**config.mk**
```make
export PLATFORM = sky130hd
export DESIGN_NAME = axi_rd_arbiter
export DESIGN_NICKNAME = d
export VERILOG_FILES = /design/src/rtl/cpu_axi_pkg.sv /design/src/rtl/axi_rd_arbiter.sv
export SDC_FILE = /design/constraint.sdc
export NUM_CORES = 1
export LEC_CHECK = 0
export ABC_AREA = 1
export CAP_MARGIN = 15
export CORE_MARGIN = 4
export CORE_UTILIZATION = 40
export CTS_CLUSTER_SIZE = 24
export DETAILED_ROUTE_END_ITERATION = 7
export PLACE_DENSITY = 0.81
export SETUP_SLACK_MARGIN = 0.5
export SYNTH_ARGS = -nofsm -noshare
export SYNTH_HDL_FRONTEND = slang
export SYNTH_SLANG_ARGS = --single-unit
export TNS_END_PERCENT = 1
```
**constraint.sdc**
```tcl
create_clock -name clk -period 2.3 [get_ports clk]
set_input_delay 0.345 -clock clk [delete_from_list [all_inputs] [get_ports clk]]
set_output_delay 0.345 -clock clk [all_outputs]
set_load 0.1 [all_outputs]
```
**src/rtl/cpu_axi_pkg.sv**
```systemverilog
`default_nettype none
// ============================================================================
// Module   : cpu_axi_pkg
// Brief    : Shared AXI IDs, AR FSM encoding and tie-off constants for the
//            CPU-side AXI bridge.
// Revision : 1.0
// ============================================================================
package cpu_axi_pkg;

    localparam logic [3:0] AXI_INST_ID  = 4'd0;
    localparam logic [3:0] AXI_DATA_ID  = 4'd1;

    localparam int         AR_STATE_W   = 1;
    localparam logic [AR_STATE_W-1:0] AR_IDLE = 1'b0;
    localparam logic [AR_STATE_W-1:0] AR_SEND = 1'b1;

    localparam logic [1:0] ARBURST_INCR = 2'b01;
    localparam logic [7:0] ARLEN_SINGLE = 8'd0;

endpackage : cpu_axi_pkg
`default_nettype wire

```
**src/rtl/axi_rd_arbiter.sv**
```systemverilog
`default_nettype none
// ============================================================================
// Module   : axi_rd_arbiter
// Brief    : Shares one AXI read channel between instruction and data ports,
//            data first, one outstanding read each, RAW hold-off vs writes.
// Revision : 1.0
// ============================================================================
module axi_rd_arbiter
    import cpu_axi_pkg::*;
#(
    parameter logic [3:0] INST_ID = AXI_INST_ID,
    parameter logic [3:0] DATA_ID = AXI_DATA_ID
) (
    input  logic        clk,
    input  logic        reset,

    input  logic        inst_req,
    input  logic [1:0]  inst_size,
    input  logic [31:0] inst_addr,
    output logic        inst_addr_ok,
    output logic        inst_data_ok,
    output logic [31:0] inst_rdata,

    input  logic        data_req,
    input  logic [1:0]  data_size,
    input  logic [31:0] data_addr,
    output logic        data_addr_ok,
    output logic        data_data_ok,
    output logic [31:0] data_rdata,

    input  logic        wr_busy,
    input  logic [31:0] wr_addr,

    output logic [3:0]  arid,
    output logic [31:0] araddr,
    output logic [2:0]  arsize,
    output logic        arvalid,
    input  logic        arready,

    input  logic [3:0]  rid,
    input  logic [31:0] rdata,
    input  logic        rvalid,
    output logic        rready
);

    logic [AR_STATE_W-1:0] r_state;
    logic [AR_STATE_W-1:0] w_state_nxt;
    logic                  r_inst_pend;
    logic                  r_data_pend;

    logic w_data_hazard;
    logic w_data_elig;
    logic w_inst_elig;
    logic w_r_inst;
    logic w_r_data;
    logic w_unused_wr_lsb;

    // Word-granular compare: a pending write to the same word must land first.
    assign w_data_hazard   = wr_busy && (wr_addr[31:2] == data_addr[31:2]);
    assign w_data_elig     = data_req && !r_data_pend && !w_data_hazard;
    assign w_inst_elig     = inst_req && !r_inst_pend;
    assign w_r_inst        = rvalid && rready && (rid == INST_ID);
    assign w_r_data        = rvalid && rready && (rid == DATA_ID);
    assign w_unused_wr_lsb = ^wr_addr[1:0];

    always_ff @(posedge clk) begin
        if (reset) begin
            r_state <= AR_IDLE;
        end else begin
            r_state <= w_state_nxt;
        end
    end

    always_comb begin
        w_state_nxt = r_state;
        case (r_state)
            AR_IDLE: if (w_data_elig || w_inst_elig) w_state_nxt = AR_SEND;
            AR_SEND: if (arready)                    w_state_nxt = AR_IDLE;
            default:                                 w_state_nxt = AR_IDLE;
        endcase
    end

    always_comb begin
        data_addr_ok = !reset && (r_state == AR_IDLE) && w_data_elig;
        inst_addr_ok = !reset && (r_state == AR_IDLE) && w_inst_elig && !w_data_elig;
        arvalid      = (r_state == AR_SEND);
        rready       = !reset;
    end

    always_ff @(posedge clk) begin
        if (reset) begin
            arid   <= 4'd0;
            araddr <= 32'd0;
            arsize <= 3'd0;
        end else if (data_addr_ok) begin
            arid   <= DATA_ID;
            araddr <= data_addr;
            arsize <= {1'b0, data_size};
        end else if (inst_addr_ok) begin
            arid   <= INST_ID;
            araddr <= inst_addr;
            arsize <= {1'b0, inst_size};
        end
    end

    // A returning beat clears pend on the same edge; a new grant needs the next cycle.
    always_ff @(posedge clk) begin
        if (reset) begin
            r_inst_pend <= 1'b0;
            r_data_pend <= 1'b0;
        end else begin
            if (w_r_inst)     r_inst_pend <= 1'b0;
            if (w_r_data)     r_data_pend <= 1'b0;
            if (inst_addr_ok) r_inst_pend <= 1'b1;
            if (data_addr_ok) r_data_pend <= 1'b1;
        end
    end

    always_ff @(posedge clk) begin
        if (reset) begin
            inst_data_ok <= 1'b0;
            data_data_ok <= 1'b0;
            inst_rdata   <= 32'd0;
            data_rdata   <= 32'd0;
        end else begin
            inst_data_ok <= w_r_inst;
            data_data_ok <= w_r_data;
            if (w_r_inst) inst_rdata <= rdata;
            if (w_r_data) data_rdata <= rdata;
        end
    end

endmodule : axi_rd_arbiter
`default_nettype wire

```
==> results of run 1 <==
==> Yosys cell counts (7+ instances only) <==
cell type and instances:
clkbuf_1 26, nand3_1 37, buf_4 7, dfxtp_1 104, nand4_1 36, xnor2_1 8
nor2_1 140, o21ai_0 65, inv_1 75, buf_2 8, a21oi_1 35, nand2_1 184
==> area by class of cell <==
type                    instances  area [um2]
flip-flops and latches        104        2083
clock buffers                   9       225.2
clock inverters                 7       95.09
fillers                       928        3417
repair buffers                376        3207
diodes                          1       2.502
multi-input cells             519        2499
well taps                     147       183.9
inverters                      76       299.0
==> state kept, by name, indices dropped and copies added (netlist names) <==
signal and count:
data_data_ok 1, r_data_pend 1, data_rdata 32, araddr 32, arsize 2, arvalid 1, r_inst_pend 1, inst_data_ok 1
arid 1, inst_rdata 32
==> cell families after synthesis <==
family          after synthesis  share of synthesized area, %
simple gates                405                         34.73
xor+xnor                      8                         1.426
flops                       104                         42.37
buf+inv                     125                         10.90
compound gates              102                         10.49
other cells                   1                       0.07632
==> layer usage <==
| layer | wire length (um) | track usage [%] | part of all wire [%] |
|---|---|---|---|
| met5 | 0 | 0 | 0 |
| met4 | 1805 | 13.83 | 8.3 |
| met3 | 1862 | 5.556 | 8.6 |
| met2 | 10570 | 43.84 | 49 |
| met1 | 7496 | 29.10 | 34 |
==> timing repair <==
item                                   4_1_cts  5_1_grt
buffers inserted                           109        1
endpoints found under the hold margin        0        0
pin swaps                                   69       50
setup endpoints to repair                   17       11
gates cloned                                 0        0
gates resized for setup                    272       96
==> per-stage QoR <==
stage	total power, W	cells
3_5_place_dp	0.003612	1112
3_3_place_gp	0.003595	1112
6_report	0.005471	1239
5_1_grt	0.005657	1239
2_1_floorplan	0.003084	748
4_1_cts	0.005338	1237
==> power by group <==
group          internal [W]  leakage, nW  switching, W
combinational      0.000641         3.22       0.00125
clock              0.000880        0.157      0.000744
sequential          0.00189        0.846     0.0000602
total               0.00341         4.22       0.00206
==> worst register-to-register path, delay by kind of cell (launching register included) <==
kind,cells,cell delay (ns)
compound gates,1,0.18
buf+inv,2,0.34
flops,1,0.36
simple gates,5,0.63
==> worst max-delay path by stage <==
stage                  startpoint  cells after the start           end  slack [ns]
floorplan                 arvalid                      6  inst_addr_ok        0.19
global placement    data_addr[10]                     11  inst_addr_ok        0.05
detailed placement  data_addr[10]                     11  inst_addr_ok        0.02
CTS                  data_addr[8]                     11  inst_addr_ok        0.47
global route          wr_addr[26]                     11  inst_addr_ok        0.23
finish                wr_addr[26]                     11  inst_addr_ok        0.30
==> results.json, run 1 <==
{
  "critical_path.cell_chain": "buf_2, xnor2_2, nand2_1, nor2_1, nand2_2, nor2_4, nand2_4, nand2_4, nand2_4, clkinvlp_4, buf_12",
  "hold_path_end": "araddr[12]",
  "fin_area_um2": 8594,
  "worstPathMaxFanout": 3,
  "fp.coreArea_um2": 12010,
  "gp_congestion": 0.8627,
  "r2r_end": "araddr[25]",
  "r2r_cells": 8,
  "clk_pin_slew_ns": 0.07,
  "finish.net_count": 1229,
  "worstSetupEndpointType": "output port",
  "hp-start": "data_addr[12]",
  "ys_ff_latch": 104,
  "first_global_vias": 5860,
  "cts_tree": "done",
  "clockRootBuffer": "clkbuf_16",
  "p_leak_nw": 4.219,
  "cts_sinks": 104,
  "finClkSkew_ns": 0.01283,
  "hold_path_depth": 5,
  "dr.pass1.iters": 6,
  "start_util_pct": 40.91,
  "drive_gt1_share_pct": 36.11,
  "final.min_clock_period_ns": 1.996,
  "numCtsBuffers": 9,
  "ir_worst_vdd_uv": 458.4,
  "cp_top_family": "simple AND/OR/NAND/NOR gates",
  "postCtsHoldBufs": 0,
  "overflow": 0,
  "vias": 6522,
  "worst_slack_ns": 0.3039,
  "die_h_um": 118.8,
  "status": "completed",
  "crit_path_start_kind": "input pin",
  "avgSynthCellArea_um2": 6.595,
  "rsz0062_at_grt": "yes",
  "port_buffers": 245,
  "critPathBufInv": 3,
  "dpl-instance-area_um2": 7271,
  "synth_seq_area_share_pct": 42.37,
  "max_clock_freq_ghz": 0.5010,
  "drt_iter0_drc": 612,
  "grt_max_degree": 43,
  "mostFrequentLayoutCells": "217 x buf_4, 158 x nand2_1, 135 x nor2_1",
  "timing.rr.start": "arvalid",
  "routed_wl_mm": 21.73,
  "p_per_area_nw_per_um2": 636.5,
  "htreeDepth": 3,
  "postLayoutCoreUtil_pct": 71.55,
  "antenna_found_initial": 1,
  "yosys_warnings": 0,
  "drv_slew": 0,
  "pre_cts_slack_ns": 0.01767,
  "drcViolationCount": 0,
  "hp-class": "input pin to flop",
  "whs_ns": 0.3982,
  "cpMostUsedCell": "nand2_4",
  "hold_violations": 0,
  "cp.required_ns": 1.96,
  "final_common_cell": "buf_4",
  "synthCells": 745,
  "final-setup-viol-count": 0,
  "synthTopCellsByArea": "dfxtp_1 42%, nand2_1 14%, nor2_1 11%",
  "yosysTopAreaCellShare_pct": 42.37,
  "die_w_um": 118.8,
  "dieArea_um2": 14120,
  "ios": 252,
  "rrSetupSlack_ns": 0.70,
  "worst-setup-path-type": "input pin to output port",
  "clockBufferDepth": 2,
  "via_per_inst": 5.264,
  "tns_ns": 0,
  "synth_enable_flop_cells": 0,
  "track_usage_pct": 25.37,
  "ant_nets": 0,
  "crit_arrival_ns": 1.65,
  "cp_slowest_cell": "xnor2_2",
  "grt_pass1_wl_mm": 29.41,
  "yosys_most_used_dff": "dfxtp_1",
  "syn2layout_area_growth_pct": 74.92,
  "drv_cap": 0,
  "wire_per_inst_um": 17.54,
  "clock_latency_ns": 0.34,
  "synth.distinct_cells": 25,
  "async_flop_share_pct": 0,
  "max_stage_delay_ns": 0.21,
  "yosys.area.top_type": "dfxtp_1",
  "hpwl_mm": 12.18,
  "period_share_pct": 86.79,
  "syn_area_um2": 4913,
  "num_rows": 40
}
No activity file was read; power rests on OpenSTA's default activity.
==> inputs of run 2 (changes only) <==
- PLACE_DENSITY: 0.81 -> 0.8
==> run 2 against run 1 <==
Net effect: total power shrank 1.9%; cell count up 1.0%; hold slack lost 0.012 ns; final area decreased by 1.6%; clock power barely moved; clock-buffer cell count did not move; via count down 2.9%; global-route usage increased by 0.29 points; register-to-register slack barely moved; non-clock buffer count grew 13; critical path type unchanged; highest routed layer unchanged.
==> results.json, run 2 (synthesis gave the netlist of run 1 again) <==
{
  "hp-class": "input pin to flop",
  "cp_top_family": "simple AND/OR/NAND/NOR gates",
  "routed_wl_mm": 19.70,
  "drcViolationCount": 0,
  "ir_worst_vdd_uv": 397.2,
  "reg_top3": "araddr (32), data_rdata (32), inst_rdata (32)",
  "final-setup-viol-count": 0,
  "critical_path.cell_chain": "buf_2, inv_1, nand2_1, nand2_1, inv_1, nand2_1, nor2_2, nand2_2, nor2_4, nand2_4, nand2_2, nand2_2, clkinvlp_4, buf_12",
  "postLayoutCoreUtil_pct": 70.40,
  "num_rows": 40,
  "crit_path_start_kind": "input pin",
  "fin_area_um2": 8456,
  "overflow": 0,
  "numCtsBuffers": 9,
  "die_h_um": 118.8,
  "period_share_pct": 86.94,
  "hold_path_end": "araddr[14]",
  "drt_iter0_drc": 459,
  "htreeDepth": 3,
  "hold_path_depth": 5,
  "dr.pass1.iters": 5,
  "hold_violations": 0,
  "max_clock_freq_ghz": 0.5001,
  "crit_arrival_ns": 1.65,
  "gp_congestion": 0.8648,
  "start_util_pct": 40.91,
  "rsz0062_at_grt": "yes",
  "r2r_cells": 8,
  "rrSetupSlack_ns": 0.69,
  "finClkSkew_ns": 0.01136,
  "cp.required_ns": 1.96,
  "dpl-instance-area_um2": 7308,
  "clockBufferDepth": 2,
  "max_stage_delay_ns": 0.17,
  "antenna_found_initial": 1,
  "track_usage_pct": 25.66,
  "hpwl_mm": 12.33,
  "status": "completed",
  "ios": 252,
  "met3_length_mm": 1.472,
  "final.min_clock_period_ns": 2.000,
  "grt_max_degree": 39,
  "dieArea_um2": 14120,
  "postCtsHoldBufs": 0,
  "met1_length_mm": 7.336,
  "via_per_inst": 5.057,
  "critPathBufInv": 5,
  "worstPathMaxFanout": 3,
  "placed_cells": 1117,
  "clk_pin_slew_ns": 0.07,
  "syn2layout_area_growth_pct": 72.09,
  "clockRootBuffer": "clkbuf_16",
  "drive_gt1_share_pct": 35.14,
  "worstSetupEndpointType": "output port",
  "ant_nets": 0,
  "tns_ns": 0,
  "grt_pass1_wl_mm": 29.67,
  "timing.rr.start": "arvalid",
  "vias": 6331,
  "fp.coreArea_um2": 12010,
  "r2r_end": "araddr[4]",
  "p_per_area_nw_per_um2": 634.5,
  "drv_cap": 0,
  "wire_per_inst_um": 15.73,
  "cts_tree": "done",
  "p_leak_nw": 4.218,
  "p_total_w": 0.005365,
  "mostFrequentLayoutCells": "245 x buf_4, 162 x nand2_1, 136 x nor2_1",
  "final_common_cell": "buf_4",
  "top_layer": "met4",
  "die_w_um": 118.8,
  "first_global_vias": 6024,
  "worst-setup-path-type": "input pin to output port",
  "clock_latency_ns": 0.34,
  "finish.net_count": 1242,
  "wl_met2_mm": 9.620,
  "cp_slowest_cell": "buf_12",
  "final_cells": 1252,
  "drv_slew": 0,
  "port_buffers": 245,
  "hp-start": "data_addr[14]",
  "cts_sinks": 104
}
run 2: timing repair:
item                                    4_1_cts  5_1_grt
gates cloned                                  0        0
endpoints found under the setup margin       10       12
pin swaps                                    60       41
buffers inserted                            118        0
resized for setup                           240       56
run 2: final cells by class:
class                      count  area [um2]
fill                         961        3556
timing repair buffer         389        3147
multi-input combinational    519        2435
sequential                   104        2083
inverter                      76       289.0
clock buffer                   9       225.2
tap                          147       183.9
clock inverter                 7       90.09
antenna                        1       2.502
run 2: power by group:
part           switching (W)  internal [W]  leakage, nW
Sequential         0.0000551       0.00189        0.846
Combinational        0.00121      0.000620         3.23
Clock               0.000724      0.000868        0.147
Total                0.00198       0.00338         4.22
run 2: worst max-delay path by stage:
| stage | startpoint | end | slack (ns) | depth (start not counted) |
|---|---|---|---|---|
| 2_1_floorplan | arvalid | inst_addr_ok | 0.19 | 6 |
| 3_3_place_gp | data_addr[25] | inst_addr_ok | 0.03 | 14 |
| 3_5_place_dp | data_addr[23] | inst_addr_ok | 0.04 | 14 |
| 4_1_cts | data_addr[16] | inst_addr_ok | 0.45 | 11 |
| 5_1_grt | data_addr[27] | inst_addr_ok | 0.22 | 14 |
| 6_report | data_addr[27] | inst_addr_ok | 0.30 | 14 |
run 2: metal layers:
metal / GRT usage (%) / vias to the layer above
li1: - / 3055
met1: 29.26 / 2849
met2: 45.08 / 332
met3: 4.511 / 95
met4: 14.63 / 0
met5: 0 / -
run 2: worst reg2reg max path: stages (launching register included):
cell and delay (ns):
dfxtp_2 0.36, nor2_8 0.26, nand2_2 0.10, inv_2 0.07
buf_4 0.34, nand2_1 0.13, nand2_1 0.10, nand2_1 0.07
a21oi_1 0.11
run 2: stage by stage:
step           setup slack (ns)  hold WS, ns
2_1_floorplan            0.1880       0.4457
3_3_place_gp            0.03461       0.4537
3_5_place_dp            0.03578       0.4597
4_1_cts                  0.4464       0.3628
5_1_grt                  0.2204       0.4146
6_report                 0.3005       0.3857
==> inputs of run 3 (changes only) <==
- SLEW_MARGIN: not set -> 30
==> results of run 3 <==
Same layout as run 2: the final DEF is identical, and so are final timing and power.
